==> config.mk <==
export PLATFORM = sky130hd
export DESIGN_NAME = io_port_bank
export DESIGN_NICKNAME = d
export VERILOG_FILES = /design/src/rtl/io_port_bank.sv
export SDC_FILE = /design/constraint.sdc
export NUM_CORES = 1
export LEC_CHECK = 0
export ABC_AREA = 1
export BUFFER_PORTS_ARGS = -buffer_cell sky130_fd_sc_hd__buf_2
export CAP_MARGIN = 20
export CORE_UTILIZATION = 46
export CTS_CLUSTER_DIAMETER = 200
export CTS_CLUSTER_SIZE = 30
export DETAILED_ROUTE_END_ITERATION = 6
export PLACE_DENSITY = 0.7
export SYNTH_ARGS = -nofsm -noshare
export SYNTH_HDL_FRONTEND = slang
export SYNTH_HIERARCHICAL = 1
export SYNTH_SLANG_ARGS = --single-unit
export TNS_END_PERCENT = 20
==> constraint.sdc <==
create_clock -name clk -period 1.05 [get_ports clk]
set_clock_uncertainty 0.05 [all_clocks]
set_input_delay 0.105 -clock clk [delete_from_list [all_inputs] [get_ports clk]]
set_output_delay 0.105 -clock clk [all_outputs]
set_load 0.02 [all_outputs]
==> src/rtl/io_port_bank.sv <==
// -----------------------------------------------------------------------------
// io_port_bank -- memory-mapped I/O register bank for tinymips.
//
// Sits directly behind the address decoder and provides:
//   - four output port registers (oport0-3), written by CPU stores
//   - four input ports (iport0-3): 2-flop synchronised, optionally debounced
//   - per-port sticky change flags plus an enable mask that drives irq
//   - combinational read data for the ioport leg of the data-memory read mux
//
// Ports
//   clk            system clock, rising edge
//   reset_n        asynchronous active-low reset
//   ioport_we      [3:0] oport0-3 write strobes, [7:4] iport0-3 control strobes
//   ioport_rd_sel  0-3 selects oport0-3, 4-7 selects debounced iport0-3
//   wd             CPU store data
//   iportN_in      raw asynchronous input ports
//   oportN         output port registers
//   rd_data        combinational read data
//   change         sticky change flags, bit k = iport k
//   irq            |(change & ie)
// -----------------------------------------------------------------------------

// One input lane: synchroniser, debounce counter and accepted value.
module io_iport_lane #(
    parameter int WIDTH    = 32,
    parameter int DEBOUNCE = 0,
    parameter int CNT_W    = 1
) (
    input  logic             clk,
    input  logic             reset_n,
    input  logic [WIDTH-1:0] din,
    output logic [WIDTH-1:0] stable,
    output logic             accept
);
    logic [WIDTH-1:0] sync1_q, sync1_d;
    logic [WIDTH-1:0] sync2_q, sync2_d;
    logic [WIDTH-1:0] stable_q, stable_d;
    logic [CNT_W-1:0] cnt_q, cnt_d;

    always_comb begin
        sync1_d  = din;
        sync2_d  = sync1_q;
        stable_d = stable_q;
        cnt_d    = cnt_q;
        accept   = 1'b0;
        // A sample matching the accepted value (a bounce back) restarts the count.
        if (sync2_q == stable_q) begin
            cnt_d = '0;
        end else if (cnt_q == CNT_W'(DEBOUNCE)) begin
            stable_d = sync2_q;
            cnt_d    = '0;
            accept   = 1'b1;
        end else begin
            cnt_d = cnt_q + 1'b1;
        end
    end

    always_ff @(posedge clk or negedge reset_n) begin
        if (!reset_n) begin
            sync1_q  <= '0;
            sync2_q  <= '0;
            stable_q <= '0;
            cnt_q    <= '0;
        end else begin
            sync1_q  <= sync1_d;
            sync2_q  <= sync2_d;
            stable_q <= stable_d;
            cnt_q    <= cnt_d;
        end
    end

    assign stable = stable_q;
endmodule

module io_port_bank #(
    parameter int               WIDTH     = 32,
    parameter int               DEBOUNCE  = 0,
    parameter logic [WIDTH-1:0] OPORT_RST = '0
) (
    input  logic             clk,
    input  logic             reset_n,
    input  logic [7:0]       ioport_we,
    input  logic [2:0]       ioport_rd_sel,
    input  logic [WIDTH-1:0] wd,
    input  logic [WIDTH-1:0] iport0_in,
    input  logic [WIDTH-1:0] iport1_in,
    input  logic [WIDTH-1:0] iport2_in,
    input  logic [WIDTH-1:0] iport3_in,
    output logic [WIDTH-1:0] oport0,
    output logic [WIDTH-1:0] oport1,
    output logic [WIDTH-1:0] oport2,
    output logic [WIDTH-1:0] oport3,
    output logic [WIDTH-1:0] rd_data,
    output logic [3:0]       change,
    output logic             irq
);
    localparam int NUM_PORTS = 4;
    localparam int CNT_W     = (DEBOUNCE < 1) ? 1 : $clog2(DEBOUNCE + 1);

    logic [NUM_PORTS-1:0][WIDTH-1:0] iport_in;
    logic [NUM_PORTS-1:0][WIDTH-1:0] stable;
    logic [NUM_PORTS-1:0]            accept;

    logic [NUM_PORTS-1:0][WIDTH-1:0] oport_q, oport_d;
    logic [NUM_PORTS-1:0]            change_q, change_d;
    logic [NUM_PORTS-1:0]            ie_q, ie_d;

    assign iport_in = {iport3_in, iport2_in, iport1_in, iport0_in};

    for (genvar g = 0; g < NUM_PORTS; g++) begin : g_lane
        io_iport_lane #(
            .WIDTH    (WIDTH),
            .DEBOUNCE (DEBOUNCE),
            .CNT_W    (CNT_W)
        ) u_lane (
            .clk     (clk),
            .reset_n (reset_n),
            .din     (iport_in[g]),
            .stable  (stable[g]),
            .accept  (accept[g])
        );
    end

    // Strobes are handled per register, so a multi-hot decoder fault simply
    // updates every addressed register.
    always_comb begin
        oport_d  = oport_q;
        change_d = change_q;
        ie_d     = ie_q;
        for (int k = 0; k < NUM_PORTS; k++) begin
            if (ioport_we[k]) oport_d[k] = wd;
            if (ioport_we[NUM_PORTS+k]) begin
                ie_d[k] = wd[1];
                if (wd[0]) change_d[k] = 1'b0;
            end
            // A new change on the clearing edge must not be lost: set wins.
            if (accept[k]) change_d[k] = 1'b1;
        end
    end

    always_ff @(posedge clk or negedge reset_n) begin
        if (!reset_n) begin
            oport_q  <= {NUM_PORTS{OPORT_RST}};
            change_q <= '0;
            ie_q     <= '0;
        end else begin
            oport_q  <= oport_d;
            change_q <= change_d;
            ie_q     <= ie_d;
        end
    end

    always_comb begin
        rd_data = ioport_rd_sel[2] ? stable[ioport_rd_sel[1:0]]
                                   : oport_q[ioport_rd_sel[1:0]];
    end

    assign oport0 = oport_q[0];
    assign oport1 = oport_q[1];
    assign oport2 = oport_q[2];
    assign oport3 = oport_q[3];
    assign change = change_q;
    assign irq    = |(change_q & ie_q);
endmodule
Word-level counts from Yosys, hierarchy flattened. Index checks and enable logic that the tools add are counted.

Reduce and logical (&&, ||, !) cells: 17. Magnitude comparators: 1. Shifts and indexed selects: 0. Add/subtract/negate cells: 4. Multiply operators: 0. Div/mod/pow operators: 0. Multiplexer cells: 30. Equal/unequal tests: 4. Bitwise gates (word level): 9.

Operators by type and width (number): 32-bit binary-select mux with 2-bit select (2); 32-bit == test (4); 32-bit two-way mux (3); 1-bit two-way mux (25); 2-bit AND reduction (8); 2-bit nonzero test (8); 1-bit NOT (8); 1-bit adder, second input constant (4); 4-bit AND (1); 4-bit OR reduction (1); 2-bit by 3-bit less-than comparator with 1-bit output, second input constant (1).

RAM bits: 0. Register bits after elaboration: 524. Output and inout bits: 165. Bits in latches: 0. Input port bits: 173. Memories: 0. Bits in read-only memories: 0.

Logic depth before layout (Yosys ltp).
Word-level depth: 4. Gate-level depth with buffers: 9. Mapped depth without buffers: 9.

Hierarchy. Netlist, hierarchy kept.

By module, submodules not included: io_iport_lane (seq. area each 2402.3 um^2, cells an instance 215, area each 2979.1 um^2, times used 4); io_port_bank (seq. area each 3403.3 um^2, cells an instance 1289, area each 8222.9 um^2, times used 1).

Worst setup path before layout. Ideal clock, no wire load.

Path type: register -> register. From: register g_lane[0].u_lane.stable_q[19]. To: register change_q[0] (netlist: change[0]). Stages on the path, launching flop included: 8. Setup slack: -0.090 ns. Clock period less this slack: 1.140 ns. Data required time: 0.882 ns. Arrival time: 0.972 ns. Path buffers: 0. Library setup time: 0.118 ns. Cell sequence: dfrtp_1 > xnor2_1 > nand2_1 > nor2_1 > nand2_1 > nor2_1 > nand2_1 > a21o_1.

Cells in the longest elaborated chain, start to end: 4. Elaborated cells on any way between the ends: 6. Classes of those cells: 1 x eq/ne; 2 x mux; 3 x reduce/logical.

Ends and longest elaborated chain: start: declaration (line 37) `logic [WIDTH-1:0] stable_q, stable_d;`; start signal: assignment (line 67) `stable_q <= stable_d;`; 32-bit == test * (line 47) `if (sync2_q == stable_q) begin`; 1-bit two-way mux * (line 47); net accept[0] (line 102) `logic [NUM_PORTS-1:0] accept;`; 2-bit nonzero test (no source line); 2-bit AND reduction (no source line); end signal: assignment (line 148) `change_q <= change_d;`; end: declaration (line 105) `logic [NUM_PORTS-1:0] change_q, change_d;`.

The timed path passes the listed nets; every way through them passes the cells marked *. A chain may end at the register's enable or synchronous reset.

Worst setup path after layout.
From: register g_lane[1].u_lane.stable_q[16]. To: output rd_data[16].

Cells in the longest elaborated chain, start to end: 3.

Ends and longest elaborated chain: start: declaration (line 37); start signal: assignment (line 67); 32-bit binary-select mux with 2-bit select (line 154) `rd_data = ioport_rd_sel[2] ? stable[ioport_rd_sel[1:0]]`; 32-bit two-way mux (not written as such) (line 154); 32-bit two-way mux (line 154); end: declaration (line 93) `output logic [WIDTH-1:0] rd_data,`.

Every way passes these cells. The select of a mux whose other input is x is not followed.

==> results.sh <==
export IMPL_run_status="finished, violations left"
export IMPL_violations_in_the_final_reports="setup timing"
export IMPL_maxClockFrequency_mhz=554
export IMPL_setup_slack_ps=-756
export IMPL_routedLengthMet1_um=23800
export IMPL_min_period_over_period=1.72
export IMPL_slew_headroom=0.641
export IMPL_critical_path_arrival_ps=1650
export IMPL_leading_cell_type_in_the_layout_fill_and_taps_excluded="nand2_1"
export IMPL_critPathTopFamily="flip-flops"
export IMPL_totalPowerFinal_w=0.0395
export IMPL_fin_util=0.652
export IMPL_die_height_um=211
export IMPL_crit_path_start_kind="flip-flop"
export IMPL_grt_start_max_net_pins=68
export IMPL_syn_area_per_cell_um2=9.37
export IMPL_hpwl_dp_um=36600
export IMPL_leakage_nw=14.5
export IMPL_setup_viol=170
export IMPL_timing_critical_path_buf_inv=3
export IMPL_hp_start="ioport_we[3]"
export IMPL_cts_clk_slew_worst_paths_ps=130
export IMPL_synth_ff_latch_count=520
export IMPL_synthesis_nets=2322
export IMPL_grt_antenna_before_repair=1
export IMPL_ioPinCount=338
export IMPL_final_net_count=2912
export IMPL_vdd_ir_drop_max_mv=1.09
export IMPL_worstSetupPathType="reg2out"
export IMPL_crit_chain="buf_6, inv_2, nand2_1, nand3_1, nand2_2, nand2_2, nand2_2, buf_6"
export IMPL_netlist_area_before_placement_um2=20100
export IMPL_remaining_drc_errors=0
export IMPL_drt_vias_per_instance=4.75
export IMPL_dieArea_um2=44600
export IMPL_layout_cell_share_with_drive_strength_beyond_1=0.313
export IMPL_min_delay_path_class="in2reg"
export IMPL_worst_r2r_cell_count=9
export IMPL_initial_utilization=0.466
export IMPL_timing_critical_path_required_ps=890
export IMPL_core_region_area_um2=43200
export IMPL_timing_critical_path_depth=8
export IMPL_endpoint_kind="output port"
export IMPL_netlist_top_cells_area="dfrtp_1 (65%), nand2_1 (13%), inv_1 (5.7%), xnor2_1 (4.5%), nand3_1 (3.2%)"
export IMPL_cpMaxStageDelayCell="dfrtp_1"
export IMPL_maxCapViolCount=0
export IMPL_met3WireLength_um=2680
export IMPL_tritoncts="done"
export IMPL_drv_slew=0
export IMPL_rsz_0062_raised_after_global_routing="yes"
export IMPL_timing_critical_path_slowest_cell_delay_ps=410
export IMPL_most_common_layout_cells="nand2_1 (614), dfrtp_1 (518), inv_1 (249), buf_6 (231), buf_2 (219)"
export IMPL_firstDrtPassIters=7
export IMPL_area_growth_syn_to_layout_pct=39.8
export IMPL_area_leader_netlist="dfrtp_1"
export IMPL_place_congestion=0.890
export IMPL_routed_wirelength_um=55400
export IMPL_timing_critical_path_from="g_lane[1].u_lane/stable[16]$_DFFE_PN0P_"
export IMPL_die_width_um=211
export IMPL_clockBufferDepth=3
export IMPL_clk_insertion_delay_late_ps=560
export IMPL_vias=15800
export IMPL_routed_wl_met2_um=27100
export IMPL_worst_r2r_startpoint="g_lane[1].u_lane/stable[16]$_DFFE_PN0P_"
export IMPL_numClockSinks=520
export IMPL_hold_depth=4
export IMPL_yosysUniqueCellTypes=16
export IMPL_clk_root_buffer_cell="clkbuf_16"
export IMPL_ant_nets=0
export IMPL_detail_route_wl_per_cell_um=16.7
export IMPL_worstPathMaxFanout=2
export IMPL_final_hold_violation_count=0
export IMPL_final_seq_area_um2=13000
export IMPL_final_min_clock_period_ps=1810
export IMPL_port_buffers=337
export IMPL_rows=76
export IMPL_cts_htree_levels=1
export IMPL_synthDominantCellAreaShare=0.646
export IMPL_yosysWarnings=6
export IMPL_detailedRoute_firstIterationViolations=1293
export IMPL_multi_input_comb_area_um2=5750
export IMPL_worst_slew_pin_transition_ps=538
export IMPL_syn_instance_count=2149
export IMPL_cp_common_cell="nand2_2"
export IMPL_globalRouteOverflowTotal=0
export IMPL_synth_yosys_seq_area_share=0.646
export IMPL_track_usage=0.242
export IMPL_routed_top_layer="met4"
export IMPL_power_density_cell_area_nw_per_um2=1400
export IMPL_global_route_wire_length_before_repair_um=83600
export IMPL_vias_in_the_first_global_route=15900
export IMPL_nFillCells=3267
export IMPL_total_clock_buffers_created_by_cts=21
-- what timing repair did --
item                                    4_1_cts  5_1_grt
endpoints found under the hold margin       784        0
endpoints found under the setup margin      169      184
pin swaps                                    50      141
setup buffers                                46       43
resized for setup                           292      299
hold buffers                                176        0
-- Yosys cell counts --
library cell and count:
nand3_1 128, dfrtp_1 520, buf_4 4, nand2_1 708, buf_1 5, xnor2_1 104, clkbuf_1 159, nand4_1 1
o21ai_0 128, buf_6 10, buf_2 27, a21o_1 4, mux2_2 4, inv_1 305, inv_2 2, nor2_1 40
-- area by class of cell --
type / count / share of cell area
Timing Repair Buffer: 772 / 0.247
Clock inverter: 1 / 0.000711
Sequential cell: 520 / 0.462
Antenna cell: 1 / 0.0000889
Tap cell: 585 / 0.0260
Clock buffer: 21 / 0.0187
Multi-Input combinational cell: 1117 / 0.204
Inverter: 307 / 0.0411
-- path summary, 6_finish.rpt --
check | to | slack, ps
worst max-delay path | rd_data[16] | -760
worst min-delay path | oport3[14]$_DFFE_PN0P_ | 10
worst max register to register | change[1]$_DFFE_PN0P_ | -450
worst min register to register | g_lane[2].u_lane/sync2_q[27]$_DFF_PN0_ | 300
max in group asynchronous | g_lane[0].u_lane/sync2_q[6]$_DFF_PN0_ | 170
min in group asynchronous | oport2[14]$_DFFE_PN0P_ | 180
-- through the flow --
| stage | setup slack (ps) | hold WS, ps | TNS (ps) | cell area [um^2] | cells |
|---|---|---|---|---|---|
| finish | -756 | 14.1 | -62830 | 28200 | 3324 |
| global route | -845 | 4.16 | -71330 | 28200 | 3323 |
| CTS | -814 | 85.6 | -70820 | 27000 | 3291 |
| detailed placement | -410 | -55.9 | -11890 | 23400 | 3047 |
| global placement | -402 | -58.1 | -11590 | 23400 | 3047 |
| floorplan | -88.5 | -241 | -354 | 20100 | 2149 |
-- worst min-delay path, delay by kind of cell --
kind	cells	cell delay (ps)
buffers and inverters	3	410
AOI/OAI and AO/OA	1	100
-- power breakdown --
part	total, W	switching [W]	internal (W)
combinational	0.00783	0.00408	0.00375
sequential	0.0220	0.000801	0.0212
clock	0.00964	0.00596	0.00368
total	0.0395	0.0108	0.0287
-- metal layers --
metal,up-vias,GRT usage
met5,-,0
met4,0,0.0832
met3,111,0.0238
met2,536,0.403
met1,7707,0.333
li1,7436,-
-- kinds of logic (layout without fill, tap and decap cells) --
group	count (synthesis)	in the layout	synth area share
AND/OR/NAND/NOR	877	877	0.172
other	0	1	0
multiplexers	4	4	0.00224
flip-flops	520	520	0.646
AO/OA/AOI/OAI	132	132	0.0333
buffers and inverters	512	1101	0.102
XOR/XNOR	104	104	0.0452
-- flip-flops by register name, summed over array words and instances, names as in the netlist --
signal and flops:
oport3 32, ie_q 4, g_lane.u_lane/sync1_q 128, oport0 32, change 4, oport2 32, g_lane.u_lane/stable 128, oport1 32
g_lane.u_lane/sync2_q 128
No activity file was read; power rests on OpenSTA's default activity.
